**src/rtl/div_unsigned_seq_if.sv**
```systemverilog
// Handshake and data bundle for the sequential unsigned divider.
// The master side issues start with operands; the slave side returns status and results.
interface div_unsigned_seq_if #(
  parameter int WIDTH = 8
);
  logic             start;
  logic [WIDTH-1:0] dividend;
  logic [WIDTH-1:0] divisor;
  logic             busy;
  logic             done;
  logic [WIDTH-1:0] quotient;
  logic [WIDTH-1:0] remainder;
  logic             div_by_zero;

  modport master (
    output start, dividend, divisor,
    input  busy, done, quotient, remainder, div_by_zero
  );

  modport slave (
    input  start, dividend, divisor,
    output busy, done, quotient, remainder, div_by_zero
  );
endinterface

```
**src/rtl/div_unsigned_seq.sv**
```systemverilog
// Restoring unsigned divider, one quotient bit per clock (IDLE -> CALC x WIDTH -> DONE).
// Optional macro DIV_UNSIGNED_SEQ_ZERO_CHK_EN: zero divisor short-circuits to DONE and raises div_by_zero.
module div_unsigned_seq #(
  parameter int WIDTH = 8
) (
  input  logic                clk,
  input  logic                rst_n,
  div_unsigned_seq_if.slave   bus
);
  localparam int CW = (WIDTH > 2) ? $clog2(WIDTH) : 1;
  localparam logic [CW-1:0] LAST = CW'(WIDTH - 1);

  typedef enum logic [1:0] {IDLE, CALC, DONE} state_t;

  state_t           state_reg;
  logic [CW-1:0]    cnt_reg;
  logic [WIDTH-1:0] dvd_reg;
  logic [WIDTH-1:0] dvs_reg;
  logic [WIDTH-1:0] rem_reg;
  logic [WIDTH-1:0] quo_reg;
  logic             busy_reg;
  logic             done_reg;
  logic [WIDTH-1:0] quotient_reg;
  logic [WIDTH-1:0] remainder_reg;

  logic [WIDTH:0]   shifted_next;
  logic [WIDTH-1:0] diff_next;
  logic             fits_next;
  logic [WIDTH-1:0] rem_next;
  logic [WIDTH-1:0] quo_next;

  // One restoring step: the shifted remainder needs WIDTH+1 bits, but the
  // kept remainder always fits in WIDTH bits since it is below the divisor.
  always_comb begin
    shifted_next = {rem_reg, dvd_reg[WIDTH-1]};
    fits_next    = (shifted_next >= {1'b0, dvs_reg});
    diff_next    = shifted_next[WIDTH-1:0] - dvs_reg;
    rem_next     = fits_next ? diff_next : shifted_next[WIDTH-1:0];
    quo_next     = {quo_reg[WIDTH-2:0], fits_next};
  end

`ifdef DIV_UNSIGNED_SEQ_ZERO_CHK_EN
  logic dbz_reg;
`endif

  always_ff @(posedge clk or negedge rst_n) begin
    if (!rst_n) begin
      state_reg     <= IDLE;
      cnt_reg       <= '0;
      dvd_reg       <= '0;
      dvs_reg       <= '0;
      rem_reg       <= '0;
      quo_reg       <= '0;
      busy_reg      <= 1'b0;
      done_reg      <= 1'b0;
      quotient_reg  <= '0;
      remainder_reg <= '0;
`ifdef DIV_UNSIGNED_SEQ_ZERO_CHK_EN
      dbz_reg       <= 1'b0;
`endif
    end else begin
      done_reg <= 1'b0;
      case (state_reg)
        IDLE, DONE: begin
          if (bus.start) begin
            dvd_reg <= bus.dividend;
            dvs_reg <= bus.divisor;
            rem_reg <= '0;
            quo_reg <= '0;
            cnt_reg <= '0;
`ifdef DIV_UNSIGNED_SEQ_ZERO_CHK_EN
            if (bus.divisor == '0) begin
              state_reg     <= DONE;
              done_reg      <= 1'b1;
              quotient_reg  <= '1;
              remainder_reg <= bus.dividend;
              dbz_reg       <= 1'b1;
            end else begin
              state_reg <= CALC;
              busy_reg  <= 1'b1;
              dbz_reg   <= 1'b0;
            end
`else
            state_reg <= CALC;
            busy_reg  <= 1'b1;
`endif
          end else begin
            state_reg <= IDLE;
          end
        end
        CALC: begin
          rem_reg <= rem_next;
          quo_reg <= quo_next;
          dvd_reg <= dvd_reg << 1;
          cnt_reg <= cnt_reg + 1'b1;
          if (cnt_reg == LAST) begin
            state_reg     <= DONE;
            busy_reg      <= 1'b0;
            done_reg      <= 1'b1;
            quotient_reg  <= quo_next;
            remainder_reg <= rem_next;
            cnt_reg       <= '0;
          end
        end
        default: begin
          state_reg <= IDLE;
          busy_reg  <= 1'b0;
        end
      endcase
    end
  end

  assign bus.busy      = busy_reg;
  assign bus.done      = done_reg;
  assign bus.quotient  = quotient_reg;
  assign bus.remainder = remainder_reg;
`ifdef DIV_UNSIGNED_SEQ_ZERO_CHK_EN
  assign bus.div_by_zero = dbz_reg;
`else
  assign bus.div_by_zero = 1'b0;
`endif
endmodule

```
**src/flat_wrapper.sv**
```systemverilog
// flat-port wrapper written by rule: the top's interface ports become plain ports
module div_unsigned_seq_flat 
#(
  parameter int WIDTH = 8
)
  (clk, rst_n, bus_start, bus_dividend, bus_divisor, bus_busy, bus_done, bus_quotient, bus_remainder, bus_div_by_zero);
  div_unsigned_seq_if #(.WIDTH(WIDTH)) bus_i ();
  input  logic clk;
  input  logic rst_n;
  input wire logic [$bits(bus_i.start)-1:0] bus_start;
  input wire logic [$bits(bus_i.dividend)-1:0] bus_dividend;
  input wire logic [$bits(bus_i.divisor)-1:0] bus_divisor;
  output wire logic [$bits(bus_i.busy)-1:0] bus_busy;
  output wire logic [$bits(bus_i.done)-1:0] bus_done;
  output wire logic [$bits(bus_i.quotient)-1:0] bus_quotient;
  output wire logic [$bits(bus_i.remainder)-1:0] bus_remainder;
  output wire logic [$bits(bus_i.div_by_zero)-1:0] bus_div_by_zero;
  assign bus_i.start = bus_start;
  assign bus_i.dividend = bus_dividend;
  assign bus_i.divisor = bus_divisor;
  assign bus_busy = bus_i.busy;
  assign bus_done = bus_i.done;
  assign bus_quotient = bus_i.quotient;
  assign bus_remainder = bus_i.remainder;
  assign bus_div_by_zero = bus_i.div_by_zero;
  div_unsigned_seq #(.WIDTH(WIDTH)) u_core (.clk(clk), .rst_n(rst_n), .bus(bus_i));
endmodule
```
**config.mk**
```make
export PLATFORM = sky130hd
export DESIGN_NAME = div_unsigned_seq_flat
export DESIGN_NICKNAME = d
export VERILOG_FILES = /design/src/rtl/div_unsigned_seq_if.sv /design/src/rtl/div_unsigned_seq.sv /design/src/flat_wrapper.sv
export SDC_FILE = /design/constraint.sdc
export NUM_CORES = 1
export LEC_CHECK = 0
export CAP_MARGIN = 25
export CORE_MARGIN = 4
export CORE_UTILIZATION = 55
export DETAILED_ROUTE_END_ITERATION = 12
export GPL_ROUTABILITY_DRIVEN = 0
export PLACE_DENSITY = 0.8
export SLEW_MARGIN = 40
export SYNTH_ARGS = -nofsm -noshare
export SYNTH_HDL_FRONTEND = slang
export SYNTH_SLANG_ARGS = --single-unit
```
**constraint.sdc**
```tcl
create_clock -name clk -period 4.45 [get_ports clk]
set_clock_uncertainty 0.1 [all_clocks]
set_input_delay 0.445 -clock clk [delete_from_list [all_inputs] [get_ports clk]]
set_output_delay 0.445 -clock clk [all_outputs]
set_load 0.01 [all_outputs]
```
==> After elaboration in Yosys (flattened, before gate mapping) <==
Index checks and enable logic that the tools add are counted.
{ "word_totals": {"ff_bits": 54, "input_bits": 19, "elab_cells": 42} }
{ "classes": {"n_addsub": 2, "magnitude_cmp": 1, "n_eq_ne": 5, "n_mux": 17, "reduce_logical": 7} }
{ "op_table": {"columns": ["op", "n"], "rows": [
  ["$pmux W8 S2", 2],
  ["$mux W8", 3],
  ["$pmux W7 S2", 1],
  ["$ge A9 B8 Y1", 1],
  ["$reduce_and A2 Y1", 4],
  ["$sub A8 B8 Y8", 1],
  ["$mux W3", 2],
  ["$pmux W3 S2", 1],
  ["$mux W1", 5],
  ["$pmux W2 S2", 1],
  ["$add A3 B1 Y3 const B", 1],
  ["$eq A3 B3 Y1 const B", 1],
  ["$eq A2 B1 Y1 const B", 1],
  ["$eq A2 B2 Y1 const B", 1],
  ["$logic_not A2 Y1", 1],
  ["$mux W2", 1],
  ["$ne A2 B1 Y1 const B", 1],
  ["$ne A2 B2 Y1 const B", 1],
  ["$pmux W1 S2", 1],
  ["$reduce_bool A2 Y1", 1],
  ["$reduce_or A2 Y1", 1]
]} }

==> Longest topological paths before layout <==
{ "depth": {"ltp_word": 4, "ltp_mapped": 9, "mapped_depth_nobuf": 9} }

==> Least setup slack after synthesis <==
No wires, ideal clock.
{ "synth_path": {"kind": "reg-to-reg", "start": "reg u_core.rem_reg[1]", "end": "reg u_core.rem_reg[2]", "setup_ps": 122, "arrival_time_ps": 1851, "t_required_ps": 4228, "slack_ps": 2377, "path_stages_with_launch": 8, "period_less_slack_ps": 2073, "cell_sequence": "dfrtp_1 -> ha_1 -> nor2_1 -> a21oi_2 -> o21a_1 -> buf_6 -> or3_4 -> a32o_1"} }
{ "synth_between": {"elab_chain_cells": 3, "word_cells_on_any_way": 4, "cone_classes": "add/sub: 1; order compare: 1; mux: 2"} }
{ "synth_rtl": {"columns": ["element", "line", "text"], "rows": [
  ["from (decl)", "div_unsigned_seq.sv:19", "logic [WIDTH-1:0] rem_reg;"],
  ["from (signal assigned)", "div_unsigned_seq.sv:92", "rem_reg <= rem_next;"],
  ["$sub A8 B8 Y8 or $ge A9 B8 Y1 (tied branches)", "div_unsigned_seq.sv:37, div_unsigned_seq.sv:36", null],
  ["$mux W8 *", "div_unsigned_seq.sv:38", "rem_next = fits_next ? diff_next : shifted_next[WIDTH-1:0];"],
  ["$pmux W8 S2 *", "div_unsigned_seq.sv:63", "case (state_reg)"]
]} }
Mark *: on every way between the ends. The rest lies on a longest branch, timed or not.
A chain may end at the register's enable or synchronous reset.

==> Final worst setup path <==
{ "layout_path": {"start": "reg u_core.cnt_reg[0]", "end": "reg u_core.remainder_reg[5] (netlist: u_core.bus.remainder[5])"} }
{ "layout_between": {"elab_chain_cells": 2} }
{ "layout_rtl": {"columns": ["element", "line", "text"], "rows": [
  ["from (decl)", "div_unsigned_seq.sv:16", "logic [CW-1:0] cnt_reg;"],
  ["from (signal assigned)", "div_unsigned_seq.sv:95", "cnt_reg <= cnt_reg + 1'b1;"],
  ["$eq A3 B3 Y1", "div_unsigned_seq.sv:96", "if (cnt_reg == LAST) begin"],
  ["$reduce_and A2 Y1 (no source line)", null, null],
  ["to (signal assigned)", "div_unsigned_seq.sv:101", "remainder_reg <= rem_next;"],
  ["to (decl)", "div_unsigned_seq.sv:24", "logic [WIDTH-1:0] remainder_reg;"]
]} }
No other way between the ends.

==> qor.txt <==
================================================================================
Run status                                                             completed
Number of buffers inserted during clock tree synthesis                         5
Site Rows                                                                     25
Core Footprint                                                          4690 µm²
Sequential fraction of the synthesis area                                  0.508
Die area                                                                6020 µm²
Maximum number of pins on one net before global-route repair                  55
Leading cell types in the layout, fill and taps excluded            sky130_fd_sc_hd__nand2_1 (62), sky130_fd_sc_hd__dfrtp_1 (54), sky130_fd_sc_hd__clkdlybuf4s50_1 (35), sky130_fd_sc_hd__o21ai_0 (20), sky130_fd_sc_hd__nor2_1 (19)
Quantity of gates resized following cts                                        0
Clock Latency Late Sink                                                  0.31 ns
Clock sink count                                                              54
Cell at the root of the clock tree                                  sky130_fd_sc_hd__clkbuf_8
Die W                                                                    77.6 µm
Vias                                                                       2,125
Worst-path maximum fanout                                                     22
Synth Flop Type                                                     sky130_fd_sc_hd__dfrtp_1
Die height                                                               77.6 µm
Share of post-route cells with drive strength above 1                     0.0635
Violation count after the first detailed-route iteration                     169
Cell area after placement                                               3030 µm²
Length of the first detailed-routing pass in iterations                        4
Hold-fix buffer count after cts                                                0
Bufs on Longest Clock Path                                                     2
IO buf count                                                                  36
Total global routing overflow                                                  0
Routed wirelength normalized by instance count                           15.1 µm
Setup-failing EPs final                                                        0
Xor/xnor share of the synthesized area                                   0.00987
Hold Crit Class                                                         in2async
Number of nets still failing antenna checks after routing                      0
Setup repair after global routing missed its margin                        false
Number of flops mapped to enable cells by yosys                                0
Number of nets in the synthesized netlist                                    314
Number of synthesized register bits                                           54
Post-Route WL                                                            5570 µm
Fill cell count                                                              415
DRC Markers                                                                    0
Largest family of logic cells by synthesized area                   compound AO/OA/AOI/OAI gates
Slew at the pin closest to its max-slew limit                           0.769 ns
Clock H-tree levels                                                            2
Layout overhead on the synthesized area                                    18.4%
Cell area after synthesis                                               2660 µm²
Ranking of synthesized cells by area                                sky130_fd_sc_hd__dfrtp_1 (51%), sky130_fd_sc_hd__nand2_1 (8.7%), sky130_fd_sc_hd__ha_1 (4.7%), sky130_fd_sc_hd__o21ai_0 (3.9%), sky130_fd_sc_hd__a22o_1 (3.0%)
Fin Hold WS                                                             0.142 ns
Count of mapped cells out of synthesis                                       284
Post-placement worst setup slack                                         2.03 ns
Post-layout minimum cycle time                                           2.43 ns
Critical Path Source Type                                              flip-flop
Number of pins with negative max-slew slack in the final report                0
Final net count                                                              344
Relative slew margins                                                      0.486
Largest vdd supply drop                                                 0.399 mV
Average vias per placed instance                                            5.76
Crit path kind                                                           reg2reg
Dominant cell type by area after synthesis                          sky130_fd_sc_hd__dfrtp_1
Post-route clock period utilization                                        0.546
Global-route wire length before repair                                   9490 µm
Final Hold Vio Count                                                           0
Number of antenna violations at the first check in global routing              0
CTS clock-pin slew for the worst setup and hold paths                    0.10 ns
Area share of fa/ha/maj cells after synthesis                             0.0545
Timing-limited maximum frequency                                       0.411 GHz
Compound-gate portion of the synthesized area                              0.212
CP Data Arrival Time                                                     2.52 ns
Detailed placer's ending HPWL                                            3910 µm
Buffers inserted during post-CTS setup optimization                            0
CTS tree                                                                   built
Post-synthesis simple-gate area fraction                                   0.163
Worst Path Required                                                      4.54 ns
Leakage component of the power                                           1.41 nW
Yosys top cell area share                                                  0.508
Number of global-route vias before repair                                  1,970
Power density over the cells                                          880 nW/µm²
Initial cell density of the core                                           0.567
Number of top-level pins                                                      38
Mapped Avg Cell Area                                                    9.37 µm²
Number of library cell types mapped by synthesis                              44
Final antenna diode count                                                      0
Multiplexer share of the synthesized area                                      0
Total negative setup slack                                                  0 ns
Worst setup EP type                                                    flip-flop
Count of synthesis-stage warnings from yosys                                   0
Overall routing resource usage                                             0.196
Layout Cell Area excl Fill                                              3150 µm²
Most common cell after layout, fill and taps aside                  sky130_fd_sc_hd__nand2_1
Asr flop ratio synth                                                        1.00
Maxcap violations                                                              0
Worst setup margin                                                       2.02 ns
================================================================================
==> final timing paths <==
path | startpoint | endpoint | slack [ns] | depth (start not counted)
max | u_core.cnt_reg[0] | u_core.bus.remainder[5] | 2.02 | 6
min | rst_n | u_core.bus.remainder[6] | 0.14 | 2
max reg2reg | u_core.cnt_reg[0] | u_core.bus.remainder[5] | 2.02 | 6
min reg2reg | u_core.bus.quotient[2] | u_core.bus.quotient[2] | 0.38 | 2
max in group asynchronous | rst_n | u_core.state_reg[0] | 3.67 | 2
min in group clk | u_core.bus.quotient[2] | u_core.bus.quotient[2] | 0.38 | 2
==> where the power goes <==
group	internal (mW)	switching (mW)
Sequential	0.734	0.154
Clock	0.169	0.168
Combinational	0.669	0.881
Total	1.57	1.20
==> per-stage QoR <==
step / std cells / total power [mW] / util
floorplan: 284 / 1.96 / -
global placement: 361 / 2.35 / 0.646
detailed placement: 361 / 2.42 / 0.647
CTS: 369 / 2.76 / 0.671
global route: 369 / 3.01 / 0.671
finish: 369 / 2.77 / 0.671
==> logic make-up after synthesis <==
| group | Yosys count |
|---|---|
| adder cells (fa/ha/maj) | 11 |
| AND/OR/NAND/NOR | 102 |
| XOR/XNOR | 3 |
| AO/OA/AOI/OAI | 82 |
| other | 1 |
| buffers and inverters | 31 |
| flip-flops | 54 |
==> critical path, cell delays in order (launching register included) <==
cell                      delay [ns]
sky130_fd_sc_hd__dfrtp_1        0.42
sky130_fd_sc_hd__ha_1           0.21
sky130_fd_sc_hd__ha_1           0.22
sky130_fd_sc_hd__nand2_1        0.55
sky130_fd_sc_hd__inv_1          0.44
sky130_fd_sc_hd__a41oi_1        0.30
sky130_fd_sc_hd__nand2_1        0.08
==> routing by layer <==
metal,part of all wire,GRT usage,wire [µm]
met1,0.46,0.277,2570
met2,0.47,0.309,2640
met3,0.052,0.0418,291
met4,0.012,0.0498,68
met5,0,0,0
==> final cells by class <==
type	instances	area [µm²]	area share
sequential	54	1350	0.429
clock buffer	5	68.8	0.0218
tap	54	67.6	0.0214
clock inverter	3	43.8	0.0139
timing repair buffer	40	385	0.122
inverter	14	52.6	0.0167
multi-input combinational	199	1180	0.375
==> cell usage after synthesis, types with 2 or more instances <==
master / number
sky130_fd_sc_hd__a21oi_1: 12
sky130_fd_sc_hd__nand3_1: 3
sky130_fd_sc_hd__nor3_1: 5
sky130_fd_sc_hd__dfrtp_1: 54
sky130_fd_sc_hd__o41a_1: 2
sky130_fd_sc_hd__nor2b_1: 2
sky130_fd_sc_hd__and2_1: 3
sky130_fd_sc_hd__nor2_1: 19
sky130_fd_sc_hd__a211oi_1: 3
sky130_fd_sc_hd__nand2_1: 62
sky130_fd_sc_hd__o31ai_1: 5
sky130_fd_sc_hd__buf_2: 8
sky130_fd_sc_hd__o2111ai_1: 2
sky130_fd_sc_hd__o211ai_1: 2
sky130_fd_sc_hd__nand2b_1: 3
sky130_fd_sc_hd__o21ai_0: 21
sky130_fd_sc_hd__a211o_1: 2
sky130_fd_sc_hd__ha_1: 10
sky130_fd_sc_hd__a31oi_1: 12
sky130_fd_sc_hd__inv_1: 14
sky130_fd_sc_hd__clkbuf_1: 7
sky130_fd_sc_hd__xor2_1: 2
sky130_fd_sc_hd__a32o_1: 2
sky130_fd_sc_hd__a22o_1: 9
No activity file was read; power rests on OpenSTA's default activity.
